`config.mk`:
```
export PLATFORM = sky130hd
export DESIGN_NAME = led_pulser
export DESIGN_NICKNAME = d
export VERILOG_FILES = /design/src/rtl/led_pulser.sv
export SDC_FILE = /design/constraint.sdc
export NUM_CORES = 1
export LEC_CHECK = 0
export ABC_CLOCK_PERIOD_IN_PS = 5600
export CAP_MARGIN = 20
export CORE_MARGIN = 2
export CORE_UTILIZATION = 45
export DETAILED_ROUTE_END_ITERATION = 7
export GPL_ROUTABILITY_DRIVEN = 0
export PLACE_DENSITY = 0.71
export SLEW_MARGIN = 40
export SYNTH_ARGS = -nofsm -noshare
export SYNTH_HDL_FRONTEND = slang
export SYNTH_SLANG_ARGS = --single-unit
```
`constraint.sdc`:
```
create_clock -name clk -period 5.6 [get_ports clk]
set_input_delay 1.12 -clock clk [delete_from_list [all_inputs] [get_ports clk]]
set_output_delay 1.12 -clock clk [all_outputs]
set_load 0.01 [all_outputs]
```
`src/rtl/led_pulser.sv`:
```
// One-shot LED blinker: each event gives an ON period then a forced-off GAP period.
// Optional event queuing (pending counter) is compiled in with LED_PULSER_QUEUE_EN.
module led_pulser #(
    parameter int CNT_W      = 16,
    parameter int ON_CYCLES  = 50000,
    parameter int GAP_CYCLES = 50000,
    parameter bit ACTIVE_LOW = 1'b0
) (
    input  logic       clk,
    input  logic       rst,
    input  logic       evt_in,
    output logic       led_out,
    output logic       busy,
    output logic [2:0] pending
);

    typedef enum logic [1:0] {
        S_IDLE = 2'd0,
        S_ON   = 2'd1,
        S_GAP  = 2'd2
    } state_t;

    // The counter is loaded with N-1 so that the state lasts exactly N cycles.
    localparam logic [CNT_W-1:0] ON_LOAD  = CNT_W'(ON_CYCLES - 1);
    localparam logic [CNT_W-1:0] GAP_LOAD = CNT_W'(GAP_CYCLES - 1);
    localparam logic             LED_ON   = ~ACTIVE_LOW;
    localparam logic             LED_OFF  = ACTIVE_LOW;

    state_t           state_q;
    logic [CNT_W-1:0] cnt_q;
    logic             led_q;
    logic             busy_q;
    logic             gap_last;
    logic             have_pend;

    assign gap_last = (state_q == S_GAP) && (cnt_q == '0);

`ifdef LED_PULSER_QUEUE_EN
    logic [2:0] pend_q;
    logic [2:0] pend_d;

    // On the last GAP cycle a replay consumes one entry unless a fresh event
    // arrives in the same cycle, in which case the two cancel.
    always_comb begin
        pend_d = pend_q;
        if (gap_last) begin
            if ((pend_q != 3'd0) && !evt_in) begin
                pend_d = pend_q - 3'd1;
            end
        end else if ((state_q != S_IDLE) && evt_in && (pend_q != 3'd7)) begin
            pend_d = pend_q + 3'd1;
        end
    end

    always_ff @(posedge clk) begin
        if (rst) begin
            pend_q <= 3'd0;
        end else begin
            pend_q <= pend_d;
        end
    end

    assign have_pend = (pend_q != 3'd0);
    assign pending   = pend_q;
`else
    assign have_pend = 1'b0;
    assign pending   = 3'd0;
`endif

    always_ff @(posedge clk) begin
        if (rst) begin
            state_q <= S_IDLE;
            cnt_q   <= '0;
            led_q   <= LED_OFF;
            busy_q  <= 1'b0;
        end else begin
            case (state_q)
                S_IDLE: begin
                    if (evt_in) begin
                        state_q <= S_ON;
                        cnt_q   <= ON_LOAD;
                        led_q   <= LED_ON;
                        busy_q  <= 1'b1;
                    end
                end
                S_ON: begin
                    if (cnt_q == '0) begin
                        state_q <= S_GAP;
                        cnt_q   <= GAP_LOAD;
                        led_q   <= LED_OFF;
                    end else begin
                        cnt_q <= cnt_q - CNT_W'(1);
                    end
                end
                S_GAP: begin
                    if (cnt_q == '0) begin
                        if (have_pend || evt_in) begin
                            state_q <= S_ON;
                            cnt_q   <= ON_LOAD;
                            led_q   <= LED_ON;
                        end else begin
                            state_q <= S_IDLE;
                            busy_q  <= 1'b0;
                        end
                    end else begin
                        cnt_q <= cnt_q - CNT_W'(1);
                    end
                end
                default: begin
                    state_q <= S_IDLE;
                    cnt_q   <= '0;
                    led_q   <= LED_OFF;
                    busy_q  <= 1'b0;
                end
            endcase
        end
    end

    assign led_out = led_q;
    assign busy    = busy_q;

endmodule

```
==> run summary <==
DP HPWL -> 2090 um
DRC viols -> 0
Vias in the first global route -> 1067
Ys async rst share -> 0%
DIE AREA -> 3120 um2
Gate Count Post-Synth -> 145
I/O pin total -> 8
Clock Tree Buf Depth -> 2
Post-Syn Area -> 1210 um2
Seq cells post-synth -> 20
WS Path Type -> in2reg
Port bufs -> 4
Syn avg cell area -> 8.34 um2
# Max-Cap Violations -> 0
Worst Clk Skew -> 13.4 ps
Hold crit path type -> reg2reg
Via Count -> 1143
Total GRT Usage -> 19.1%
Drt first pass iters -> 4
H-tree depth -> 1
Total Wirelength -> 2750 um
Fin. Hold Viols -> 0
WHS -> 528 ps
Placed cells -> 172
Core area -> 2520 um2
Cells on Worst Hold Path -> 2
Max FO, Critical Path -> 9
Final setup fails -> 0
Design Power -> 472 uW
Sequential fraction of the synthesis area -> 33.1%
Via density per instance -> 6.49
Global-route wire length before repair -> 4800 um
Residual overflow from global routing -> 0
Peak VDD IR -> 243 uV
Crit path DAT -> 2940 ps
Power density cells -> 367 nW/um2
Post-synth EDFFs -> 0
Antenna violation net count after detailed routing -> 0
RSZ-0062 raised after global routing -> false
CTS resizes -> 0
Final net count -> 151
Crit path time final -> 2660 ps
Worst reg-to-reg setup slack -> 3020 ps
Largest net degree at the start of global routing -> 16
Filler Cell Count -> 252
Worst Hold End -> busy
FP Rows -> 18
Clk Latency, worst-skew pair -> 320 ps
Worst slew margin -> 58.9%
Finished Layout Cells -> 176
Die width -> 55.9 um
R2r startpoint -> cnt_q[0]
Clock slew at reported path FFs -> 120 ps
Reg2Reg Depth -> 7
Area grow syn2layout -> 6.31%
Fin crit share -> 47.6%
WL/cell -> 15.6 um
Slew Limit Fails -> 0
Worst-Margin Slew -> 615 ps
CTS sink count -> 20
Crit. End Element -> flip-flop
Setup TNS -> 0 ps
Worst Path Required -> 5870 ps
# diodes -> 0
FF-to-FF End -> cnt_q[15]
Ys flop type -> dfxtp_1
Layout cells sized above 1 -> 9.59%
Starting Density -> 48.0%
CTS tree -> done
Synth warn -> 0
Hold buffers post-CTS -> 0
First-iteration detailed-routing DRC count -> 45
Antenna violations before repair -> 0
# Post-CTS Setup Buffers -> 0
Cts bufs inserted -> 3
Status -> finished, final reports clean
Hold path start -> busy
Yosys cell types -> 49
Die height -> 55.9 um
Crit path launch type -> input port
FMAX -> 0.375 GHz
P_leak -> 0.444 nW
Root Driver -> clkbuf_4
## stage by stage
step	instance area, um2	util (%)	setup WS (ps)
6_report	1290	51.0	2940
5_1_grt	1290	51.0	2760
3_3_place_gp	1230	48.9	2750
2_1_floorplan	1220	-	3420
3_5_place_dp	1230	48.9	2640
4_1_cts	1290	51.0	2950
## per-layer routing
metal	wire length (um)	part of all wire (%)	vias to the layer above	GRT usage, %
met5	0	0	-	0
met4	87	3.2	0	10.2
met3	94	3.4	9	2.09
met2	1370	50	28	31.6
met1	1200	44	551	24.3
li1	-	-	555	-
## cells in the mapped netlist, types with 2 or more instances
master     n  area [um2]
o211ai_1   3        22.5
nor2b_1    2        12.5
o21ai_0    4        20.0
buf_4      3        22.5
or3_1      5        31.3
or4_4      3        33.8
dfxtp_1   20         400
or4_1      2        15.0
clkbuf_1   5        18.8
a21oi_1   13        65.1
nor3_1     8        40.0
o31a_1     3        26.3
nand2_1    8        30.0
nor4_1     4        25.0
inv_1      4        15.0
a311oi_1   2        17.5
o21ai_1    4        20.0
nand3_1    4        20.0
nor2_1    12        45.0
or2_1      2        12.5
a31oi_1    6        37.5
## cell usage in the layout, fill, tap and decap left out, types with 4 or more instances in the layout
| cell | synthesis | layout |
|---|---|---|
| nand3_1 | 4 | 4 |
| a21oi_1 | 13 | 13 |
| o21ai_1 | 4 | 4 |
| or3_1 | 5 | 5 |
| clkdlybuf4s50_1 | 0 | 4 |
| nor4_1 | 4 | 4 |
| nor3_1 | 8 | 8 |
| dfxtp_1 | 20 | 20 |
| o21ai_0 | 4 | 4 |
| a31oi_1 | 6 | 6 |
| inv_1 | 4 | 4 |
| nand2_1 | 8 | 8 |
| nor2_1 | 12 | 12 |
## flip-flops by register name, indices dropped and copies added, names as in the netlist
name and flops:
busy 1, cnt_q 16, led_out 1, state_q 2
## worst max-delay path: stages
cell             delay (ps)
clkdlybuf4s50_1         580
a21oi_1                 520
o21ai_1                 330
a31oi_1                 230
o21a_1                  140
## cells by family (layout without fill, tap and decap cells)
group | after synthesis | count (layout) | synth area share [%]
fa+ha+maj | 1 | 1 | 1.03
xor+xnor | 1 | 1 | 0.724
compound gates | 48 | 48 | 28.3
simple gates | 61 | 61 | 30.2
other cells | 1 | 3 | 0.310
buf+inv | 13 | 12 | 6.31
flops | 20 | 20 | 33.1
## where the power goes
part / internal (mW) / total, mW / switching (mW) / leakage [nW]
registers: 0.165 / 0.205 / 0.0393 / 0.166
clock network: 0.0725 / 0.120 / 0.0478 / 0.0279
logic: 0.0657 / 0.147 / 0.0812 / 0.250
## worst max path at each step
stage | start | slack, ps | cells past startpoint | endpoint
2_1_floorplan | rst | 3420 | 5 | cnt_q[15]
3_3_place_gp | rst | 2750 | 5 | cnt_q[15]
3_5_place_dp | rst | 2640 | 5 | cnt_q[15]
4_1_cts | rst | 2950 | 5 | cnt_q[15]
5_1_grt | rst | 2760 | 5 | cnt_q[15]
6_report | rst | 2940 | 5 | cnt_q[15]
## layout make-up
| type | count | area [um2] | area share [%] |
|---|---|---|---|
| Clock inverter | 1 | 30.0 | 2.33 |
| Tap cell | 30 | 37.5 | 2.92 |
| Inverter | 4 | 15.0 | 1.17 |
| Timing Repair Buffer | 4 | 40.0 | 3.11 |
| Sequential cell | 20 | 400 | 31.1 |
| Multi-Input combinational cell | 114 | 741 | 57.6 |
| Clock buffer | 3 | 22.5 | 1.75 |
Note: power is estimated with default switching activity, not from simulation.
